### config.mk
export PLATFORM = sky130hd
export DESIGN_NAME = cdma_despreader_flat
export DESIGN_NICKNAME = d
export VERILOG_FILES = /design/src/rtl/cdma_despreader_if.sv /design/src/rtl/cdma_despreader.sv /design/src/flat_wrapper.sv
export SDC_FILE = /design/constraint.sdc
export NUM_CORES = 1
export LEC_CHECK = 0
export ABC_AREA = 1
export CORE_MARGIN = 3
export CORE_UTILIZATION = 50
export CTS_BUF_LIST = sky130_fd_sc_hd__clkbuf_8
export CTS_CLUSTER_DIAMETER = 200
export DETAILED_ROUTE_END_ITERATION = 7
export GPL_TIMING_DRIVEN = 0
export PLACE_DENSITY = 0.81
export SETUP_SLACK_MARGIN = 0.05
export SLEW_MARGIN = 5
export SYNTH_ARGS = -nofsm -noshare
export SYNTH_HDL_FRONTEND = slang
export SYNTH_SLANG_ARGS = --single-unit
### constraint.sdc
create_clock -name clk_i -period 1.6 [get_ports clk_i]
set_input_delay 0.4 -clock clk_i [delete_from_list [all_inputs] [get_ports clk_i]]
set_output_delay 0.4 -clock clk_i [all_outputs]
set_load 0.05 [all_outputs]
### src/rtl/cdma_despreader_if.sv
// Chip-stream and decision bundle between a chip source and the CDMA despreader.
// The despreader connects via the slave modport, the chip source via master.
interface cdma_despreader_if #(
    parameter int unsigned CNT_W = 5
);
    logic             chip_i;
    logic             code_i;
    logic             chip_valid_i;
    logic             sync_i;
    logic             bit_o;
    logic             bit_valid_o;
    logic [CNT_W-1:0] match_o;
    logic             err_o;
    logic             slip_o;
    logic             lock_o;

    modport master (
        output chip_i, code_i, chip_valid_i, sync_i,
        input  bit_o, bit_valid_o, match_o, err_o, slip_o, lock_o
    );

    modport slave (
        input  chip_i, code_i, chip_valid_i, sync_i,
        output bit_o, bit_valid_o, match_o, err_o, slip_o, lock_o
    );
endinterface

### src/rtl/cdma_despreader.sv
// CDMA despreader: correlates received chips against the local Gold code per code
// period and issues a hard bit decision, an ambiguity flag and a lock indicator.
module cdma_despreader #(
    parameter int unsigned CODE_LEN = 31,
    parameter int unsigned CNT_W    = 5,
    parameter int unsigned THRESH   = 24,
    parameter int unsigned LOCK_N   = 3
) (
    input logic              clk_i,
    input logic              rst_i,
    cdma_despreader_if.slave bus
);
    localparam int unsigned      LockW   = $clog2(LOCK_N + 1);
    localparam logic [CNT_W-1:0] LastIdx = CNT_W'(CODE_LEN - 1);
    localparam logic [CNT_W-1:0] HiThr   = CNT_W'(THRESH);
    localparam logic [CNT_W-1:0] LoThr   = CNT_W'(CODE_LEN - THRESH);
    localparam logic [CNT_W-1:0] Half    = CNT_W'(CODE_LEN / 2);
    localparam logic [LockW-1:0] LockMax = LockW'(LOCK_N);

    typedef enum logic [0:0] {StIdle, StAccum} state_e;

    state_e           r_state, w_state_nxt;
    logic [CNT_W-1:0] r_idx, w_idx_nxt;
    logic [CNT_W-1:0] r_acc, w_acc_nxt;
    logic [LockW-1:0] r_lock_cnt, w_lock_cnt_nxt;
    logic             r_bit, w_bit_nxt;
    logic             r_bit_valid, w_bit_valid_nxt;
    logic [CNT_W-1:0] r_match, w_match_nxt;
    logic             r_err, w_err_nxt;
    logic             r_slip, w_slip_nxt;

    logic             w_match_bit;
    logic [CNT_W-1:0] w_total;
    logic [LockW-1:0] w_lock_inc;

    assign w_match_bit = ~(bus.chip_i ^ bus.code_i);
    assign w_total     = r_acc + CNT_W'(w_match_bit);
    assign w_lock_inc  = (r_lock_cnt == LockMax) ? LockMax : r_lock_cnt + LockW'(1);

    always_comb begin
        w_state_nxt     = r_state;
        w_idx_nxt       = r_idx;
        w_acc_nxt       = r_acc;
        w_lock_cnt_nxt  = r_lock_cnt;
        w_bit_nxt       = r_bit;
        w_match_nxt     = r_match;
        w_bit_valid_nxt = 1'b0;
        w_err_nxt       = 1'b0;
        w_slip_nxt      = 1'b0;
        if (bus.chip_valid_i) begin
            unique case (r_state)
                StIdle: begin
                    if (bus.sync_i) begin
                        w_state_nxt = StAccum;
                        w_idx_nxt   = CNT_W'(1);
                        w_acc_nxt   = CNT_W'(w_match_bit);
                    end
                end
                StAccum: begin
                    if (bus.sync_i && (r_idx != '0)) begin
                        // Misaligned sync restarts the period at this chip.
                        w_idx_nxt      = CNT_W'(1);
                        w_acc_nxt      = CNT_W'(w_match_bit);
                        w_slip_nxt     = 1'b1;
                        w_lock_cnt_nxt = '0;
                    end else if (r_idx == LastIdx) begin
                        w_idx_nxt       = '0;
                        w_acc_nxt       = '0;
                        w_bit_valid_nxt = 1'b1;
                        w_match_nxt     = w_total;
                        if (w_total >= HiThr) begin
                            w_bit_nxt      = 1'b0;
                            w_lock_cnt_nxt = w_lock_inc;
                        end else if (w_total <= LoThr) begin
                            w_bit_nxt      = 1'b1;
                            w_lock_cnt_nxt = w_lock_inc;
                        end else begin
                            w_err_nxt      = 1'b1;
                            w_bit_nxt      = ~(w_total > Half);
                            w_lock_cnt_nxt = '0;
                        end
                    end else begin
                        w_idx_nxt = r_idx + CNT_W'(1);
                        w_acc_nxt = w_total;
                    end
                end
                default: w_state_nxt = StIdle;
            endcase
        end
    end

    always_ff @(posedge clk_i) begin
        if (rst_i) begin
            r_state     <= StIdle;
            r_idx       <= '0;
            r_acc       <= '0;
            r_lock_cnt  <= '0;
            r_bit       <= 1'b0;
            r_bit_valid <= 1'b0;
            r_match     <= '0;
            r_err       <= 1'b0;
            r_slip      <= 1'b0;
        end else begin
            r_state     <= w_state_nxt;
            r_idx       <= w_idx_nxt;
            r_acc       <= w_acc_nxt;
            r_lock_cnt  <= w_lock_cnt_nxt;
            r_bit       <= w_bit_nxt;
            r_bit_valid <= w_bit_valid_nxt;
            r_match     <= w_match_nxt;
            r_err       <= w_err_nxt;
            r_slip      <= w_slip_nxt;
        end
    end

    assign bus.bit_o       = r_bit;
    assign bus.bit_valid_o = r_bit_valid;
    assign bus.match_o     = r_match;
    assign bus.err_o       = r_err;
    assign bus.slip_o      = r_slip;
    assign bus.lock_o      = (r_lock_cnt == LockMax);
endmodule

### src/flat_wrapper.sv
// flat-port wrapper written by rule: the top's interface ports become plain ports
module cdma_despreader_flat 
#(
    parameter int unsigned CODE_LEN = 31,
    parameter int unsigned CNT_W    = 5,
    parameter int unsigned THRESH   = 24,
    parameter int unsigned LOCK_N   = 3
)
  (clk_i, rst_i, bus_chip_i, bus_code_i, bus_chip_valid_i, bus_sync_i, bus_bit_o, bus_bit_valid_o, bus_match_o, bus_err_o, bus_slip_o, bus_lock_o);
  cdma_despreader_if #(.CNT_W(CNT_W)) bus_i ();
  input logic clk_i;
  input logic rst_i;
  input wire logic [$bits(bus_i.chip_i)-1:0] bus_chip_i;
  input wire logic [$bits(bus_i.code_i)-1:0] bus_code_i;
  input wire logic [$bits(bus_i.chip_valid_i)-1:0] bus_chip_valid_i;
  input wire logic [$bits(bus_i.sync_i)-1:0] bus_sync_i;
  output wire logic [$bits(bus_i.bit_o)-1:0] bus_bit_o;
  output wire logic [$bits(bus_i.bit_valid_o)-1:0] bus_bit_valid_o;
  output wire logic [$bits(bus_i.match_o)-1:0] bus_match_o;
  output wire logic [$bits(bus_i.err_o)-1:0] bus_err_o;
  output wire logic [$bits(bus_i.slip_o)-1:0] bus_slip_o;
  output wire logic [$bits(bus_i.lock_o)-1:0] bus_lock_o;
  assign bus_i.chip_i = bus_chip_i;
  assign bus_i.code_i = bus_code_i;
  assign bus_i.chip_valid_i = bus_chip_valid_i;
  assign bus_i.sync_i = bus_sync_i;
  assign bus_bit_o = bus_i.bit_o;
  assign bus_bit_valid_o = bus_i.bit_valid_o;
  assign bus_match_o = bus_i.match_o;
  assign bus_err_o = bus_i.err_o;
  assign bus_slip_o = bus_i.slip_o;
  assign bus_lock_o = bus_i.lock_o;
  cdma_despreader #(.CODE_LEN(CODE_LEN), .CNT_W(CNT_W), .THRESH(THRESH), .LOCK_N(LOCK_N)) u_core (.clk_i(clk_i), .rst_i(rst_i), .bus(bus_i));
endmodule
==> flow_metrics.env, run 1 <==
export IMPL_status="completed"
export IMPL_initial_core_util_pct=55.02
export IMPL_coreArea_um2=2042
export IMPL_die_h_um=53.41
export IMPL_hold_viol=0
export IMPL_cp_end_kind="primary output"
export IMPL_power_density_nw_per_um2=806.2
export IMPL_startpoint="u_core.bus.match_o[2]"
export IMPL_netlist_top_cells_area="dfxtp_1 (39%), nand2_1 (12%), inv_1 (7.3%), a21oi_1 (6.2%), ha_1 (5.6%)"
export IMPL_ys_seq_area_share_pct=39.20
export IMPL_switching_share_pct=22.09
export IMPL_holdPathStages=2
export IMPL_hpwl_um=1736
export IMPL_yosysWarnings=0
export IMPL_clkPwrFrac_pct=42.7
export IMPL_final_setup_worst_slack_ns=0.07221
export IMPL_grt_pass1_vias=981
export IMPL_die_w_um=53.41
export IMPL_wl_per_cell_um=13.10
export IMPL_rows=16
export IMPL_crit_chain="dlygate4sd2_1"
export IMPL_synth_seq_cells=22
export IMPL_holdPathEnd="u_core.bus.bit_o"
export IMPL_worst_slew_pin_slew_ns=0.5153
export IMPL_postRouteAntennaNets=0
export IMPL_drtPass1Iterations=4
export IMPL_fillers=158
export IMPL_setup_violations_final=0
export IMPL_r2r_slack_ns=0.15
export IMPL_drive_above_1_share_pct=26.32
export IMPL_intPower_mw=0.9478
export IMPL_viasPerCell=5.212
export IMPL_reg2reg_depth=10
export IMPL_critPathRequiredTime_ns=1.20
export IMPL_p_switching_mw=0.2688
export IMPL_cp_arrival_ns=1.13
export IMPL_syn_area_um2=1124
export IMPL_portBuffers=15
export IMPL_synth_common_cells="nand2_1 (37), dfxtp_1 (22), inv_1 (22), a21oi_1 (14), nand3_1 (10)"
export IMPL_ys_types=25
export IMPL_htreeDepth=1
export IMPL_clockRootBuffer="clkbuf_8"
export IMPL_yosysMostFrequentCell="nand2_1"
export IMPL_max_cap_violations=0
export IMPL_antenna_found_initial=0
export IMPL_synth_edff_count=0
export IMPL_yosys_most_used_dff="dfxtp_1"
export IMPL_clk_path_buf_depth=2
export IMPL_finalCritPeriodShare_pct=95.49
export IMPL_vias=1032
export IMPL_crit_type="flip-flop to primary output"
export IMPL_drc_errors=0
export IMPL_r2r_start="u_core.r_acc[0]"
export IMPL_cp_slowest_cell="dlygate4sd2_1"
export IMPL_path_max_fanout=2
export IMPL_routed_wl_um=2594
export IMPL_fin_nets=183
export IMPL_r2r_end="u_core.r_lock_cnt[1]"
export IMPL_cp_num_buf_inv=1
export IMPL_boundaryPins=16
export IMPL_clock_sinks=22
export IMPL_cp_top_family="buffers and inverters"
export IMPL_cp_start_kind="flip-flop"
export IMPL_yosys_area_top_type="dfxtp_1"
export IMPL_grt_pass1_wl_um=4064
export IMPL_holdWs_ns=0.4510
export IMPL_dp_worst_setup_slack_ns=-0.6029
export IMPL_leakagePower_nw=0.6597
export IMPL_async_reset_ff_share_pct=0
export IMPL_synth_avg_cell_area_um2=7.696
export IMPL_drt_initial_drc_count=29
export IMPL_p_seq_share_pct=46.4
export IMPL_worst_ir_drop_vdd_mv=0.5495
export IMPL_grt_max_degree=14
export IMPL_antennaDiodeCount=0
export IMPL_cts_made_buffers=3
export IMPL_grt_total_usage_pct=19.11
export IMPL_max_slew_margin_pct=65.65
export IMPL_max_stage_delay_ns=0.53
export IMPL_period_needed_ns=1.528
export IMPL_grt_overflow=0
export IMPL_cts_tree="built"
export IMPL_slew_violations=0
export IMPL_synth_cells=146
export IMPL_area_delta_synth_final_pct=34.30
export IMPL_postCtsHoldBufs=0
export IMPL_gp_routability_congestion=0.8006
export IMPL_hold_path_class="flip-flop to flip-flop"
export IMPL_clk_pin_slew_ns=0.08
export IMPL_synth_top_area_share_pct=39.20
export IMPL_fin_skew_ns=0.002210
export IMPL_die_area_um2=2852
export IMPL_insertion_delay_ns=0.26
export IMPL_synth_fp_nets=157
export IMPL_p_comb_share_pct=10.9
export IMPL_rsz0062_at_grt="no"
export IMPL_timing_fmax_mhz=654.5
export IMPL_hp_start="u_core.bus.bit_o"
==> repair_timing <==
action	4_1_cts	5_1_grt
gates resized for setup	27	24
gates cloned	0	0
buffers inserted	2	4
endpoints found under the setup margin	20	14
pin swaps	5	7
==> final cells by class <==
cell class / count / area, µm² / area share, %
sequential: 22 / 441.7 / 29.27
timing repair buffer: 21 / 180.2 / 11.94
multi-input combinational: 99 / 675.6 / 44.78
clock inverter: 1 / 30.03 / 1.990
clock buffer: 3 / 41.29 / 2.736
inverter: 23 / 91.34 / 6.053
buffer: 2 / 15.01 / 0.9950
tap: 27 / 33.78 / 2.239
==> kinds of logic after synthesis <==
family / Yosys count / share of synthesized area (%)
AO/OA/AOI/OAI: 20 / 9.910
XOR/XNOR: 4 / 3.119
adder cells (fa/ha/maj): 5 / 5.568
buffers and inverters: 25 / 9.019
flip-flops: 22 / 39.20
AND/OR/NAND/NOR: 70 / 33.19
==> cell usage in the layout (no fill, tap or decap), types with 5 or more instances in the layout <==
master / synthesis / routed
a21oi_1: 14 / 14
buf_4: 0 / 6
dfxtp_1: 22 / 21
dlygate4sd2_1: 0 / 6
inv_1: 22 / 19
nand2_1: 37 / 31
nand2_2: 3 / 6
nand2_4: 2 / 5
nand3_1: 10 / 8
nand4_1: 7 / 7
==> power groups by stage <==
stage	combinational [mW]	sequential, mW	clock [mW]
6_report	0.133	0.564	0.520
3_3_place_gp	0.103	0.575	0
3_5_place_dp	0.107	0.575	0
5_1_grt	0.146	0.566	0.539
4_1_cts	0.108	0.562	0.522
2_1_floorplan	0.0709	0.574	0
==> flip-flops by register name, summed over array words and instances, names as in the netlist <==
register,cells
u_core.bus.bit_o,1
u_core.bus.bit_valid_o,1
u_core.bus.err_o,1
u_core.bus.match_o,5
u_core.bus.slip_o,1
u_core.r_acc,5
u_core.r_idx,5
u_core.r_lock_cnt,2
u_core.r_state,1
==> worst max-delay path by stage <==
stage	to	cells after the start
5_1_grt	u_core.r_idx[4]	6
4_1_cts	bus_match_o[3]	1
3_5_place_dp	u_core.r_lock_cnt[0]	13
3_3_place_gp	u_core.r_lock_cnt[0]	13
2_1_floorplan	u_core.r_lock_cnt[0]	12
6_report	bus_match_o[2]	1
==> metal layers <==
metal / part of all wire, % / vias to the layer above / wire length, µm / GRT usage [%]
li1: - / 517 / - / -
met1: 40 / 483 / 1046 / 22.24
met2: 54 / 26 / 1390 / 34.69
met3: 4.8 / 6 / 124 / 2.254
met4: 1.2 / 0 / 32 / 7.660
met5: 0 / - / 0 / 0
==> stage by stage <==
stage / instances / instance area (µm²) / power, mW / util (%) / setup TNS, ns
2_1_floorplan: 146 / 1146 / 0.6451 / - / 0
3_3_place_gp: 188 / 1330 / 0.6774 / 65.13 / -4.683
3_5_place_dp: 188 / 1330 / 0.6821 / 65.13 / -5.220
4_1_cts: 194 / 1414 / 1.192 / 69.24 / 0
5_1_grt: 198 / 1509 / 1.251 / 73.90 / 0
6_report: 198 / 1509 / 1.217 / 73.90 / 0
Power figures use the tool's default switching activity.
==> inputs of run 2 (changes only) <==
--- a/config.mk
+++ b/config.mk
@@ -12,6 +12,7 @@
 export CTS_CLUSTER_DIAMETER = 200
 export DETAILED_ROUTE_END_ITERATION = 7
 export GPL_TIMING_DRIVEN = 0
+export MAX_ROUTING_LAYER = met4
 export PLACE_DENSITY = 0.81
 export SETUP_SLACK_MARGIN = 0.05
 export SLEW_MARGIN = 5
==> flow_metrics.env, run 2 (synthesis gave the netlist of run 1 again) <==
export IMPL_die_w_um=53.41
export IMPL_die_area_um2=2852
export IMPL_clk_path_buf_depth=2
export IMPL_reg2reg_depth=10
export IMPL_hpwl_um=1736
export IMPL_cp_num_buf_inv=1
export IMPL_htreeDepth=1
export IMPL_p_comb_share_pct=10.9
export IMPL_holdPathStages=2
export IMPL_fin_nets=183
export IMPL_max_slew_margin_pct=66.51
export IMPL_gp_routability_congestion=0.8122
export IMPL_grt_max_degree=14
export IMPL_cp_end_kind="primary output"
export IMPL_wl_per_cell_um=13.06
export IMPL_drive_above_1_share_pct=26.32
export IMPL_initial_core_util_pct=55.02
export IMPL_finalCritPeriodShare_pct=95.44
export IMPL_worst_slew_pin_slew_ns=0.5023
export IMPL_routed_wl_um=2585
export IMPL_final_setup_worst_slack_ns=0.07296
export IMPL_clkPwrFrac_pct=42.6
export IMPL_coreArea_um2=2042
export IMPL_timing_fmax_mhz=654.9
export IMPL_antenna_found_initial=0
export IMPL_hold_viol=0
export IMPL_boundaryPins=16
export IMPL_drc_errors=0
export IMPL_antennaDiodeCount=0
export IMPL_cp_start_kind="flip-flop"
export IMPL_multi_input_area_um2=675.6
export IMPL_portBuffers=15
export IMPL_placed_cells=188
export IMPL_area_delta_synth_final_pct=34.30
export IMPL_layout_commonest_cell="nand2_1"
export IMPL_grt_total_usage_pct=19.59
export IMPL_hp_start="u_core.bus.bit_o"
export IMPL_finalNonFillerCells=198
export IMPL_seq_area_um2=441.7
export IMPL_max_stage_delay_ns=0.53
export IMPL_critPathRequiredTime_ns=1.20
export IMPL_p_total_mw=1.215
export IMPL_vias=1035
export IMPL_worst_ir_drop_vdd_mv=0.5495
export IMPL_intPower_mw=0.9478
export IMPL_setup_violations_final=0
export IMPL_status="completed"
export IMPL_switching_share_pct=21.98
export IMPL_clockRootBuffer="clkbuf_8"
export IMPL_postRouteAntennaNets=0
export IMPL_crit_type="flip-flop to primary output"
export IMPL_max_cap_violations=0
export IMPL_clock_sinks=22
export IMPL_cp_slowest_cell="dlygate4sd2_1"
export IMPL_rows=16
export IMPL_cp_arrival_ns=1.13
export IMPL_holdPathEnd="u_core.bus.bit_o"
export IMPL_p_switching_mw=0.2670
export IMPL_fillers=158
export IMPL_postCtsHoldBufs=0
export IMPL_clk_pin_slew_ns=0.08
export IMPL_hold_path_class="flip-flop to flip-flop"
export IMPL_power_density_nw_per_um2=805.0
export IMPL_drt_initial_drc_count=19
export IMPL_grt_overflow=0
export IMPL_period_needed_ns=1.527
export IMPL_cts_made_buffers=3
export IMPL_slew_violations=0
export IMPL_grt_pass1_vias=981
export IMPL_drtPass1Iterations=4
export IMPL_path_max_fanout=2
export IMPL_cts_tree="built"
export IMPL_holdWs_ns=0.4509
export IMPL_viasPerCell=5.227
export IMPL_crit_chain="dlygate4sd2_1"
export IMPL_rsz0062_at_grt="no"
export IMPL_leakagePower_nw=0.6597
export IMPL_p_seq_share_pct=46.4
export IMPL_grt_pass1_wl_um=4064
export IMPL_final_util_pct=73.90
export IMPL_layout_common_cells="nand2_1 (31), dfxtp_1 (21), inv_1 (19)"
export IMPL_insertion_delay_ns=0.26
export IMPL_die_h_um=53.41
export IMPL_fin_skew_ns=0.002593
export IMPL_r2r_end="u_core.r_lock_cnt[1]"
export IMPL_r2r_slack_ns=0.15
export IMPL_cp_top_family="buffers and inverters"
export IMPL_dp_worst_setup_slack_ns=-0.6029
export IMPL_r2r_start="u_core.r_acc[0]"
-- run 2: cell counts in the layout (fill, tap and decap cells not counted) --
No cell type changed its count.
-- run 2: how the worst max path moves through the flow --
stage / start / endpoint / slack [ns] / cells after the start
CTS: u_core.bus.match_o[3] / bus_match_o[3] / 0.06 / 1
global placement: bus_code_i / u_core.r_lock_cnt[0] / -0.59 / 13
finish: u_core.bus.match_o[2] / bus_match_o[2] / 0.07 / 1
detailed placement: bus_code_i / u_core.r_lock_cnt[0] / -0.60 / 13
floorplan: bus_code_i / u_core.r_lock_cnt[0] / 0.05 / 12
global route: bus_chip_valid_i / u_core.r_idx[4] / 0.01 / 6
-- run 2: worst min-delay path, stage by stage (launching register included) --
cell and delay, ns:
dfxtp_1 0.31, inv_1 0.05, a21oi_1 0.05
-- run 2: power by group through the flow --
stage / Sequential (mW) / Combinational, mW / Clock [mW]
finish: 0.564 / 0.133 / 0.518
detailed placement: 0.575 / 0.107 / 0
global route: 0.566 / 0.146 / 0.539
CTS: 0.562 / 0.108 / 0.522
global placement: 0.575 / 0.103 / 0
floorplan: 0.574 / 0.0709 / 0
-- run 2: stage by stage --
stage / setup TNS, ns / cell area, µm²
2_1_floorplan: 0 / 1146
3_3_place_gp: -4.683 / 1330
3_5_place_dp: -5.220 / 1330
4_1_cts: 0 / 1414
5_1_grt: 0 / 1509
6_report: 0 / 1509
-- run 2: what timing repair did --
| action | 4_1_cts | 5_1_grt |
|---|---|---|
| endpoints found under the setup margin | 20 | 14 |
| gates resized for setup | 27 | 24 |
| pin swaps | 5 | 7 |
| setup buffers | 2 | 4 |
-- run 2: cell type report --
class / instances / share of cell area (%)
Multi-Input combinational cell: 99 / 44.78
Sequential cell: 22 / 29.27
Timing Repair Buffer: 21 / 11.94
Inverter: 23 / 6.053
Clock buffer: 3 / 2.736
Tap cell: 27 / 2.239
Clock inverter: 1 / 1.990
Buffer: 2 / 0.9950
-- run 2: routing by layer --
| metal | global-route usage [%] | up-vias | wire, µm |
|---|---|---|---|
| met1 | 22.24 | 490 | 1077 |
| li1 | - | 516 | - |
| met4 | 7.660 | 0 | 33 |
| met5 | - | - | 0 |
| met3 | 2.254 | 6 | 116 |
| met2 | 34.69 | 23 | 1357 |
==> inputs of run 3 (changes only) <==
==> constraint.sdc (replaced) <==
create_clock -name clk_i -period 1.6 [get_ports clk_i]
set_input_delay 0.4 -clock clk_i [delete_from_list [all_inputs] [get_ports clk_i]]
set_output_delay 0.4 -clock clk_i [all_outputs]
set_load 0.005 [all_outputs]
==> flow_metrics.env, run 3 (synthesis gave the netlist of run 1 again) <==
export IMPL_cts_tree="built"
export IMPL_rows=16
export IMPL_cp_end_kind="primary output"
export IMPL_setup_violations_final=0
export IMPL_wl_per_cell_um=13.85
export IMPL_power_density_nw_per_um2=795.9
export IMPL_path_max_fanout=2
export IMPL_cp_slowest_cell="clkdlybuf4s50_1"
export IMPL_finalNonFillerCells=198
export IMPL_layout_commonest_cell="nand2_1"
export IMPL_boundaryPins=16
export IMPL_clk_pin_slew_ns=0.08
export IMPL_grt_pass1_vias=985
export IMPL_period_needed_ns=1.508
export IMPL_finalCritPeriodShare_pct=94.27
export IMPL_grt_max_degree=14
export IMPL_leakagePower_nw=0.6486
export IMPL_fin_skew_ns=0.003083
export IMPL_r2r_start="u_core.r_acc[0]"
export IMPL_max_stage_delay_ns=0.50
export IMPL_crit_type="flip-flop to primary output"
export IMPL_worst_slew_pin_slew_ns=0.5042
export IMPL_die_area_um2=2852
export IMPL_reg2reg_depth=10
export IMPL_clockRootBuffer="clkbuf_8"
export IMPL_hpwl_um=1736
export IMPL_clk_path_buf_depth=2
export IMPL_r2r_end="u_core.r_lock_cnt[0]"
export IMPL_holdPathStages=2
export IMPL_cp_top_family="buffers and inverters"
export IMPL_slew_violations=0
export IMPL_drc_errors=0
export IMPL_hold_path_class="flip-flop to flip-flop"
export IMPL_timing_fmax_mhz=663.0
export IMPL_gp_routability_congestion=0.8122
export IMPL_vias=1046
export IMPL_hold_viol=0
export IMPL_status="completed"
export IMPL_drive_above_1_share_pct=26.90
export IMPL_crit_chain="clkdlybuf4s50_1"
export IMPL_r2r_slack_ns=0.13
export IMPL_insertion_delay_ns=0.26
export IMPL_die_w_um=53.41
export IMPL_grt_total_usage_pct=19.65
export IMPL_holdPathEnd="u_core.bus.bit_o"
export IMPL_rsz0062_at_grt="yes"
export IMPL_viasPerCell=5.283
export IMPL_hp_start="u_core.bus.bit_o"
export IMPL_max_slew_margin_pct=66.38
export IMPL_placed_cells=188
export IMPL_drtPass1Iterations=4
export IMPL_p_total_mw=1.220
export IMPL_coreArea_um2=2042
export IMPL_clock_sinks=22
export IMPL_drt_initial_drc_count=37
export IMPL_die_h_um=53.41
export IMPL_max_cap_violations=0
export IMPL_grt_pass1_wl_um=4077
export IMPL_cp_arrival_ns=1.11
export IMPL_area_delta_synth_final_pct=36.41
export IMPL_grt_overflow=0
export IMPL_postRouteAntennaNets=0
export IMPL_critPathRequiredTime_ns=1.20
export IMPL_fin_nets=183
export IMPL_htreeDepth=1
export IMPL_worst_ir_drop_vdd_mv=0.5535
export IMPL_cp_start_kind="flip-flop"
export IMPL_portBuffers=15
export IMPL_antenna_found_initial=0
export IMPL_initial_core_util_pct=55.02
export IMPL_layout_common_cells="nand2_1 (31), inv_1 (19), dfxtp_1 (19)"
export IMPL_setup_tns_final_ns=0
export IMPL_postCtsHoldBufs=0
export IMPL_antennaDiodeCount=0
export IMPL_cts_made_buffers=3
export IMPL_cp_num_buf_inv=1
export IMPL_holdWs_ns=0.4536
export IMPL_routed_wl_um=2743
[run 3: power by group]
part           internal, mW  switching [mW]  leakage, nW  total [mW]
registers             0.555         0.00908        0.179       0.564
logic                0.0581          0.0746        0.434       0.133
clock network         0.334           0.188       0.0357       0.523
[run 3: worst max path at each step]
stage	cells after the start	start	slack (ns)	to
6_report	1	u_core.bus.match_o[0]	0.09	bus_match_o[0]
4_1_cts	1	u_core.bus.match_o[3]	0.09	bus_match_o[3]
2_1_floorplan	12	bus_code_i	0.05	u_core.r_lock_cnt[0]
3_5_place_dp	13	bus_code_i	-0.60	u_core.r_lock_cnt[0]
5_1_grt	6	bus_chip_valid_i	-0.007	u_core.r_acc[3]
3_3_place_gp	13	bus_code_i	-0.59	u_core.r_lock_cnt[0]
[run 3: metal layers]
metal | vias to the layer above | part of all wire (%) | GRT usage [%]
met2 | 39 | 53 | 34.90
li1 | 519 | - | -
met1 | 482 | 40 | 22.24
met3 | 6 | 5.4 | 2.254
met4 | 0 | 1.3 | 7.660
met5 | - | 0 | -
[run 3: cell type report]
| type | count | area, µm² |
|---|---|---|
| timing repair buffer | 21 | 198.9 |
| sequential | 22 | 444.2 |
| clock buffer | 3 | 41.29 |
| clock inverter | 1 | 30.03 |
| multi-input combinational | 99 | 678.2 |
| tap | 27 | 33.78 |
| fill | 157 | 509.2 |
| inverter | 23 | 91.34 |
| buffer | 2 | 15.01 |
[run 3: metrics by stage]
stage	setup slack, ns	utilization (%)	cell area, µm²
floorplan	0.05013	-	1146
detailed placement	-0.6029	65.13	1330
CTS	0.08832	69.73	1424
global route	-0.007196	75.06	1533
finish	0.09162	75.06	1533
global placement	-0.5901	65.13	1330
[run 3: worst min-delay path: cells and delay by family (launching register included)]
kind | cells | cell delay (ns)
AO/OA/AOI/OAI | 1 | 0.05
buffers and inverters | 1 | 0.05
flip-flops | 1 | 0.31
[run 3: timing repair]
item                       4_1_cts  5_1_grt
setup endpoints to repair       11       12
gates resized for setup         17       19
gates cloned                     0        0
hold endpoints to repair         0        0
pin swaps                        5        7
buffers inserted                 2        4
